==> src/rtl/arith_pkg.sv <==
// Shared op codes, FSM states and saturation helper for the sequential arithmetic unit.
package arith_pkg;

  typedef enum logic [1:0] {
    OP_ADD = 2'b00,
    OP_SUB = 2'b01,
    OP_MUL = 2'b10,
    OP_DIV = 2'b11
  } op_e;

  typedef enum logic [1:0] {
    IDLE    = 2'b00,
    DIV_RUN = 2'b01,
    DIV_FIX = 2'b10
  } state_e;

  localparam int SAT_W = 64;

  // Signed MAX (neg=0) or MIN (neg=1) of a w-bit word; callers keep the low w bits.
  function automatic logic [SAT_W-1:0] sat_val(input logic neg, input int w);
    logic [SAT_W-1:0] max_v;
    max_v = {SAT_W{1'b1}} >> (SAT_W - w + 1);
    if (neg) begin
      sat_val = ~max_v;
    end else begin
      sat_val = max_v;
    end
  endfunction

endpackage

==> src/rtl/seq_div_core.sv <==
// Unsigned restoring divider: one quotient bit per cycle, DATA_W iterations after start_i.
module seq_div_core #(
  parameter int DATA_W = 16,
  parameter int CNT_W  = $clog2(DATA_W + 1)
) (
  input  logic              CLK_in,
  input  logic              RST_in,
  input  logic              start_i,
  input  logic [DATA_W-1:0] dividend_i,
  input  logic [DATA_W-1:0] divisor_i,
  output logic              done_o,
  output logic [DATA_W-1:0] quo_o,
  output logic [DATA_W-1:0] rem_o
);

  logic [DATA_W-1:0] quo_q, quo_d, rem_q, rem_d, div_q, div_d;
  logic [CNT_W-1:0]  cnt_q, cnt_d;
  logic              run_q, run_d;
  logic [DATA_W:0]   trial_s;
  logic              last_s;

  // Shifted partial remainder minus divisor; the top bit is the borrow.
  assign trial_s = {rem_q, quo_q[DATA_W-1]} - {1'b0, div_q};
  assign last_s  = run_q & (cnt_q == CNT_W'(DATA_W - 1));

  always_comb begin
    quo_d = quo_q;
    rem_d = rem_q;
    div_d = div_q;
    cnt_d = cnt_q;
    run_d = run_q;
    if (start_i) begin
      quo_d = dividend_i;
      rem_d = '0;
      div_d = divisor_i;
      cnt_d = '0;
      run_d = 1'b1;
    end else if (run_q) begin
      if (!trial_s[DATA_W]) begin
        rem_d = trial_s[DATA_W-1:0];
        quo_d = {quo_q[DATA_W-2:0], 1'b1};
      end else begin
        rem_d = {rem_q[DATA_W-2:0], quo_q[DATA_W-1]};
        quo_d = {quo_q[DATA_W-2:0], 1'b0};
      end
      cnt_d = cnt_q + CNT_W'(1);
      run_d = ~last_s;
    end else begin
      run_d = 1'b0;
    end
  end

  always_ff @(posedge CLK_in or negedge RST_in) begin
    if (!RST_in) begin
      quo_q <= '0;
      rem_q <= '0;
      div_q <= '0;
      cnt_q <= '0;
      run_q <= 1'b0;
    end else begin
      quo_q <= quo_d;
      rem_q <= rem_d;
      div_q <= div_d;
      cnt_q <= cnt_d;
      run_q <= run_d;
    end
  end

  assign done_o = last_s;
  assign quo_o  = quo_q;
  assign rem_o  = rem_q;

endmodule

==> src/rtl/seq_arith_unit.sv <==
// Signed ADD/SUB/MUL in one cycle plus iterative DIV; sign handling, special cases and
// registered result/flag outputs live here, magnitude division in seq_div_core.
module seq_arith_unit
  import arith_pkg::*;
#(
  parameter int DATA_W = 16,
  parameter int CNT_W  = $clog2(DATA_W + 1)
) (
  input  logic                  CLK_in,
  input  logic                  RST_in,
  input  logic [DATA_W-1:0]     A_in,
  input  logic [DATA_W-1:0]     B_in,
  input  logic [3:0]            alu_fun,
  input  logic                  arith_En,
  input  logic                  sat_mode,
  output logic                  arith_busy,
  output logic [2*DATA_W-1:0]   arith_out,
  output logic                  arith_flag,
  output logic                  over_flow,
  output logic                  div_zero
);

  localparam int OUT_W = 2 * DATA_W;
  localparam int MSB   = DATA_W - 1;
  localparam logic [DATA_W-1:0] SMAX = DATA_W'(sat_val(1'b0, DATA_W));
  localparam logic [DATA_W-1:0] SMIN = DATA_W'(sat_val(1'b1, DATA_W));

  state_e            state_q, state_d;
  logic [DATA_W-1:0] a_q, a_d, b_q, b_d;
  logic              sat_q, sat_d;
  logic [OUT_W-1:0]  out_q, out_d;
  logic              flag_q, flag_d, ovf_q, ovf_d, dz_q, dz_d, busy_q, busy_d;

  op_e               op_s;
  logic              accept_s, start_s, done_s, unused_s;
  logic [DATA_W-1:0] sum_s, dif_s, addsub_s, addsub_sat_s;
  logic              add_ovf_s, sub_ovf_s, addsub_ovf_s;
  logic [OUT_W-1:0]  a_ext_s, b_ext_s, prod_s;
  logic              mul_ovf_s;
  logic [DATA_W-1:0] abs_a_s, abs_b_s, quo_u_s, rem_u_s, quo_fix_s, rem_fix_s;
  logic              div_ovf_s;

  assign op_s     = op_e'(alu_fun[1:0]);
  assign unused_s = ^alu_fun[3:2];
  assign accept_s = arith_En & ~busy_q & (state_q == IDLE);

  // Overflow is judged on the true signed result, so SUB of MIN is covered too.
  assign sum_s        = A_in + B_in;
  assign dif_s        = A_in - B_in;
  assign add_ovf_s    = (A_in[MSB] == B_in[MSB]) & (sum_s[MSB] != A_in[MSB]);
  assign sub_ovf_s    = (A_in[MSB] != B_in[MSB]) & (dif_s[MSB] != A_in[MSB]);
  assign addsub_s     = (op_s == OP_SUB) ? dif_s : sum_s;
  assign addsub_ovf_s = (op_s == OP_SUB) ? sub_ovf_s : add_ovf_s;
  assign addsub_sat_s = (sat_mode & addsub_ovf_s) ? DATA_W'(sat_val(A_in[MSB], DATA_W)) : addsub_s;

  assign a_ext_s   = {{DATA_W{A_in[MSB]}}, A_in};
  assign b_ext_s   = {{DATA_W{B_in[MSB]}}, B_in};
  assign prod_s    = a_ext_s * b_ext_s;
  assign mul_ovf_s = ~((&prod_s[OUT_W-1:MSB]) | ~(|prod_s[OUT_W-1:MSB]));

  assign abs_a_s = A_in[MSB] ? -A_in : A_in;
  assign abs_b_s = B_in[MSB] ? -B_in : B_in;

  seq_div_core #(
    .DATA_W (DATA_W),
    .CNT_W  (CNT_W)
  ) u_div (
    .CLK_in     (CLK_in),
    .RST_in     (RST_in),
    .start_i    (start_s),
    .dividend_i (abs_a_s),
    .divisor_i  (abs_b_s),
    .done_o     (done_s),
    .quo_o      (quo_u_s),
    .rem_o      (rem_u_s)
  );

  // |MIN|/1 already yields MIN unsigned; only the saturated case needs replacing.
  assign div_ovf_s = (a_q == SMIN) & (b_q == '1);
  assign quo_fix_s = div_ovf_s ? (sat_q ? SMAX : SMIN)
                               : ((a_q[MSB] ^ b_q[MSB]) ? -quo_u_s : quo_u_s);
  assign rem_fix_s = a_q[MSB] ? -rem_u_s : rem_u_s;

  always_comb begin
    state_d = state_q;
    a_d     = a_q;
    b_d     = b_q;
    sat_d   = sat_q;
    out_d   = out_q;
    flag_d  = 1'b0;
    ovf_d   = ovf_q;
    dz_d    = dz_q;
    start_s = 1'b0;
    case (state_q)
      IDLE: begin
        if (accept_s) begin
          a_d   = A_in;
          b_d   = B_in;
          sat_d = sat_mode;
          case (op_s)
            OP_ADD, OP_SUB: begin
              flag_d = 1'b1;
              out_d  = {{DATA_W{addsub_sat_s[MSB]}}, addsub_sat_s};
              ovf_d  = addsub_ovf_s;
              dz_d   = 1'b0;
            end
            OP_MUL: begin
              flag_d = 1'b1;
              out_d  = prod_s;
              ovf_d  = mul_ovf_s;
              dz_d   = 1'b0;
            end
            OP_DIV: begin
              if (B_in == '0) begin
                flag_d = 1'b1;
                out_d  = {A_in, {DATA_W{1'b0}}};
                ovf_d  = 1'b0;
                dz_d   = 1'b1;
              end else begin
                start_s = 1'b1;
                state_d = DIV_RUN;
              end
            end
            default: state_d = IDLE;
          endcase
        end else begin
          state_d = IDLE;
        end
      end
      DIV_RUN: begin
        if (done_s) begin
          state_d = DIV_FIX;
        end else begin
          state_d = DIV_RUN;
        end
      end
      DIV_FIX: begin
        state_d = IDLE;
        flag_d  = 1'b1;
        out_d   = {rem_fix_s, quo_fix_s};
        ovf_d   = div_ovf_s;
        dz_d    = 1'b0;
      end
      default: state_d = IDLE;
    endcase
    busy_d = (state_d != IDLE);
  end

  always_ff @(posedge CLK_in or negedge RST_in) begin
    if (!RST_in) begin
      state_q <= IDLE;
      a_q     <= '0;
      b_q     <= '0;
      sat_q   <= 1'b0;
      out_q   <= '0;
      flag_q  <= 1'b0;
      ovf_q   <= 1'b0;
      dz_q    <= 1'b0;
      busy_q  <= 1'b0;
    end else begin
      state_q <= state_d;
      a_q     <= a_d;
      b_q     <= b_d;
      sat_q   <= sat_d;
      out_q   <= out_d;
      flag_q  <= flag_d;
      ovf_q   <= ovf_d;
      dz_q    <= dz_d;
      busy_q  <= busy_d;
    end
  end

  assign arith_busy = busy_q;
  assign arith_out  = out_q;
  assign arith_flag = flag_q;
  assign over_flow  = ovf_q;
  assign div_zero   = dz_q;

endmodule

==> config.mk <==
export PLATFORM = sky130hd
export DESIGN_NAME = seq_arith_unit
export DESIGN_NICKNAME = d
export VERILOG_FILES = /design/src/rtl/arith_pkg.sv /design/src/rtl/seq_div_core.sv /design/src/rtl/seq_arith_unit.sv
export SDC_FILE = /design/constraint.sdc
export NUM_CORES = 1
export LEC_CHECK = 0
export CAP_MARGIN = 40
export CORE_UTILIZATION = 25
export CTS_CLUSTER_DIAMETER = 50
export DETAILED_ROUTE_END_ITERATION = 10
export PLACE_DENSITY = 0.43
export SLEW_MARGIN = 20
export SYNTH_ARGS = -nofsm -noshare
export SYNTH_HDL_FRONTEND = slang
export SYNTH_SLANG_ARGS = --single-unit
==> constraint.sdc <==
create_clock -name CLK_in -period 4.98 [get_ports CLK_in]
set_clock_uncertainty 0.05 [all_clocks]
set_input_delay 1.494 -clock CLK_in [delete_from_list [all_inputs] [get_ports CLK_in]]
set_output_delay 1.494 -clock CLK_in [all_outputs]
set_load 0.1 [all_outputs]
## After elaboration in Yosys (flattened, before gate mapping)

Index checks and enable logic that the tools add are counted.

| operators by class | value |
|---|---|
| multipliers | 1 |
| bitwise logic cells | 13 |
| equal/unequal tests | 14 |
| reduce and logical (&&, ||, !) cells | 12 |
| div/mod/pow operators | 0 |
| add/subtract/negate cells | 8 |
| magnitude comparators | 0 |
| muxes and demuxes | 45 |
| shift-type cells | 0 |

Operator list:

| cell | count |
|---|---|
| 16-bit two-way mux | 14 |
| 32-bit one-hot mux with 3 select lines | 1 |
| 32-bit two-way mux | 2 |
| 16-bit negator | 4 |
| 32-bit one-hot mux with 2 select lines | 1 |
| 16-bit == test, second input constant | 2 |
| 16-bit by 16-bit multiplier with 32-bit output | 1 |
| 17-bit AND reduction | 1 |
| 17-bit OR reduction | 1 |
| 17-bit by 16-bit subtractor with 17-bit output | 1 |
| 16-bit adder | 1 |
| 16-bit zero test | 1 |
| 16-bit subtractor | 1 |
| 1-bit two-way mux | 14 |
| 5-bit two-way mux | 2 |
| 1-bit one-hot mux with 2 select lines | 5 |
| 2-bit two-way mux | 4 |
| 1-bit AND | 7 |
| 2-bit == test, second input constant | 3 |
| 2-bit nonzero test | 3 |
| 5-bit by 1-bit adder with 5-bit output, second input constant | 1 |
| 5-bit by 4-bit == test with 1-bit output, second input constant | 1 |
| 2-bit by 1-bit == test with 1-bit output, second input constant | 2 |
| 2-bit zero test | 2 |
| 13 further kinds | 18 |

| storage, ports and cells | value |
|---|---|
| memories kept | 0 |
| bits in registers | 125 |
| RAM bits | 0 |
| bits in latches | 0 |
| bits in read-only memories | 0 |
| output and inout port bits | 36 |
| word-level logic and storage cells | 107 |
| bits of input ports | 40 |

## Logic depth before layout (Yosys ltp)

| depth | value |
|---|---|
| depth after elaboration | 9 |
| depth in mapped cells | 28 |
| mapped depth without buffers | 26 |

## Hierarchy

Synthesis repeated with hierarchy kept, for this count alone.

| second synthesis, totals | value |
|---|---|
| cells, all modules | 2,270 |
| area total of the unflattened synthesis | 19,615.1 um^2 |

By module, submodules not included:

| module | instances | area each (um^2) | cells each | seq. area each (um^2) |
|---|---|---|---|---|
| seq_arith_unit | 1 | 16,383.2 | 1,910 | 1,776.7 |
| seq_div_core | 1 | 3,231.8 | 360 | 1,351.3 |

## Worst setup path after synthesis

Ideal clock, no wire load.

| path | value |
|---|---|
| kind | input port to flip-flop |
| start point | in A_in[15] |
| end point | reg ovf_q (netlist: over_flow) |
| setup slack | -3.020 ns |
| arrival | 7.821 ns |
| cell stages on the path | 23 |
| data required time | 4.801 ns |
| path through | clkbuf_1 buf_1 nand2_1 inv_1 fa_1 fa_1 fa_1 fa_1 fa_1 inv_1 fa_1 inv_1 ha_1 o21a_1 or2_2 and3_1 a2111oi_4 o21ai_1 a21oi_1 nor2_1 or4_1 o22ai_1 o31ai_1 |

| on the way | value |
|---|---|
| longest elaborated chain between the ends | 8 |

Ends and longest elaborated chain:

| item | line | text |
|---|---|---|
| start, declared | seq_arith_unit.sv:11 | `input logic [DATA_W-1:0] A_in,` |
| 16-bit by 16-bit multiplier with 32-bit output | seq_arith_unit.sv:58 | `assign prod_s = a_ext_s * b_ext_s;` |
| 17-bit OR reduction | seq_arith_unit.sv:59 | `assign mul_ovf_s = ~((&prod_s[OUT_W-1:MSB]) \| ~(\|prod_s[OUT_W-1:MSB]));` |
| 1-bit inverter | seq_arith_unit.sv:59 |  |
| 1-bit OR | seq_arith_unit.sv:59 |  |
| 1-bit inverter | seq_arith_unit.sv:59 |  |
| 1-bit one-hot mux with 3 select lines (*) | seq_arith_unit.sv:100 | `case (op_s)` |
| 1-bit two-way mux (*) | seq_arith_unit.sv:96 | `if (accept_s) begin` |
| 1-bit one-hot mux with 2 select lines (*) | seq_arith_unit.sv:94 | `case (state_q)` |
| end signal, assigned | seq_arith_unit.sv:167 | `ovf_q <= ovf_d;` |
| end, declared | seq_arith_unit.sv:32 | `logic flag_q, flag_d, ovf_q, ovf_d, dz_q, dz_d, busy_q, busy_d;` |

Mark *: on every way between the ends. The rest lies on a longest branch, timed or not. The select of a mux whose other input is x is not followed.
A chain may end at the register's enable or synchronous reset.

## Final worst setup path

| path | value |
|---|---|
| start point | in A_in[4] |
| end point | reg ovf_q (netlist: over_flow) |

The elaborated chain is that of the path after synthesis.

==> out/summary.txt <==
Status = complete, but fails checks
Failing checks = negative setup slack
Total gr overflow = 0
Slowest cell delay on critical path = 0.54 ns
Setup crit end kind = flop
#FFs+latches synth = 125
Number of global-route vias before repair = 18.4k
Peak fanout along the critical path = 5
Clock slew at reported path FFs = 0.06 ns
Area of the multi-input gates = 15800 um2
WL/cell = 19.6 um
Crit path launch = A_in[4]
Post-route ant nets = 0
Final period utilization = 1.53
Worst Slack Setup Final = -2.65 ns
FILL cells = 7915
Netlist cell types = 82
DIE AREA = 78600 um2
DR DRC count = 0
Row cnt = 101
Reg2reg setup slack = 0.80 ns
Most used cell, CP = fa_1
# setup viols final = 28
RSZ-0062 raised after global routing = true
H-tree Lvls = 4
Synth area leader = fa_1
ANT cells = 0
Relative slew margins = 0.483
RR Endpoint = u_div.rem_o[3]
Layout net count = 3121
WS Path Type = in2reg
Synth async-reset ratio = 1.00
Seq. cell area = 3130 um2
CTS buffer count = 17
CTS max path bufs = 2
Initial antenna violation count = 0
Drt first pass iters = 6
Top cell type's share of synthesized area = 0.274
Sink Count = 125
HPWL Detailed = 57.6 mm
PortBufs = 73
Post-synth top flop = dfrtp_1
Cells after synthesis = 2234
Root Buffer = clkbuf_16
Post-synth EDFFs = 0
Die X = 280 um
Reg2Reg Launch Point = u_div.quo_o[15]
DRT iter0 DRCs = 1117
Most instantiated cells after synthesis = 366 x inv_1, 265 x fa_1, 247 x nand2_1, 135 x ha_1, 125 x dfrtp_1
GRT Overall Usage = 0.189
Largest net degree at the start of global routing = 86
Clk_lat worst skew = 0.43 ns
Fin. max-slew vios = 0
Core Area = 76300 um2
Vias = 17.4k
Share of cells above drive strength 1 = 0.319
# IOs = 76
Placer Congestion = 0.893
Worst Setup Start Kind = input port
Post-Synthesis Net Count = 2674
Crit path to = over_flow
Final hold vios = 0
# hold bufs at CTS = 0
Hold crit path type = reg2reg
Fmax = 131 MHz
Area grow syn2layout = 42.1%
Total of max-cap violations = 0
Avg Cell Area, Syn = 8.67 um2
Period minus WS final = 7.63 ns
Least-Margin Pin Slew = 0.776 ns
Crit-path slowest cell = fa_2
Die height = 280 um
Worst Path Required = 5.21 ns
Synth Warn # = 0
Sequential share of the synthesized area = 0.161
CTS tree = yes
Global-route wire length before repair = 113 mm
Netlist Area Pre-Place = 19400 um2
Initial Util = 0.254
Drt via density = 4.67
Routed WL = 72.9 mm
Cell with the most instances after synthesis = inv_1
Top post-synthesis cells by area = fa_1 27%, dfrtp_1 16%, ha_1 8.7%
Final hold slack = 0.438 ns
Arrival @ worst endpoint = 7.86 ns
Worst reg2reg path depth = 15
per-stage QoR:
step / area [um2] / setup TNS, ns / instances / setup slack (ns) / util
6_report: 27500 / -49.39 / 3724 / -2.65 / 0.361
5_1_grt: 27500 / -55.11 / 3724 / -2.89 / 0.361
4_1_cts: 27000 / -50.75 / 3710 / -2.72 / 0.354
3_5_place_dp: 24800 / -81.64 / 3608 / -3.66 / 0.325
3_3_place_gp: 24200 / -80.91 / 3571 / -3.57 / 0.317
2_1_floorplan: 19900 / -46.15 / 2234 / -2.66 / -
per-layer routing:
metal / global-route usage / share of wire / up-vias
met5: 0 / 0 / -
met4: 0.0408 / 0.024 / 0
met2: 0.310 / 0.46 / 391
met1: 0.271 / 0.47 / 8772
li1: - / - / 8156
met3: 0.0132 / 0.038 / 71
kinds of logic (layout without fill, tap and decap cells):
| group | Yosys count | count (layout) | share of synthesized area |
|---|---|---|---|
| AO/OA/AOI/OAI | 399 | 399 | 0.135 |
| XOR/XNOR | 109 | 109 | 0.0493 |
| adder cells (fa/ha/maj) | 400 | 400 | 0.361 |
| buffers and inverters | 490 | 950 | 0.0961 |
| flip-flops | 125 | 125 | 0.161 |
| multiplexers | 65 | 65 | 0.0358 |
| AND/OR/NAND/NOR | 646 | 646 | 0.161 |
cell type report:
| type | count | share of cell area |
|---|---|---|
| Multi-Input combinational cell | 1619 | 0.573 |
| Tap cell | 1030 | 0.0468 |
| Sequential cell | 125 | 0.114 |
| Clock inverter | 13 | 0.00464 |
| Timing Repair Buffer | 550 | 0.195 |
| Inverter | 368 | 0.0505 |
| Clock buffer | 19 | 0.0165 |
placed cells by master, fill, tap and decap left out, types with 30 or more instances in the layout:
cell	synthesis	routed
buf_6	1	51
ha_1	135	104
mux2_2	34	33
mux2i_1	31	30
xnor2_1	77	68
o21ai_0	123	105
inv_1	366	322
nor3_1	37	33
clkdlybuf4s50_1	0	41
dfrtp_1	125	124
nand2_1	247	229
buf_4	2	351
inv_2	2	42
buf_12	0	38
buf_8	0	43
and2_1	97	72
a21oi_1	79	69
nor2_1	109	99
fa_1	265	242
how the worst min path moves through the flow:
stage / start / endpoint / slack, ns / cells after the start
2_1_floorplan: u_div.div_q[1] / u_div.div_q[1] / 0.40 / 2
3_3_place_gp: u_div.div_q[0] / u_div.div_q[0] / 0.42 / 2
3_5_place_dp: u_div.div_q[1] / u_div.div_q[1] / 0.43 / 2
4_1_cts: u_div.div_q[1] / u_div.div_q[1] / 0.44 / 2
5_1_grt: u_div.div_q[1] / u_div.div_q[1] / 0.45 / 2
6_report: u_div.div_q[1] / u_div.div_q[1] / 0.44 / 2
sequential cells by signal, summed over array words and instances (netlist names), 2 cells and up:
signal       cells
u_div.quo_o     16
u_div.div_q     16
u_div.rem_o     16
a_q             16
state_q          2
u_div.cnt_q      5
arith_out       32
b_q             16
critical path: cells and delay by family:
| family | cells | cell delay (ns) |
|---|---|---|
| compound gates | 7 | 1.36 |
| simple gates | 4 | 0.87 |
| xor+xnor | 1 | 0.21 |
| fa+ha+maj | 7 | 3.19 |
| buf+inv | 8 | 0.71 |
timing repair:
item | 4_1_cts | 5_1_grt
gates resized for setup | 346 | 155
pin swaps | 127 | 120
cloned | 6 | 0
buffers inserted | 73 | 22
setup endpoints to repair | 33 | 33
Power is not shown: default switching activity piles up to over one toggle a cycle in this logic, so the estimate is an artifact.
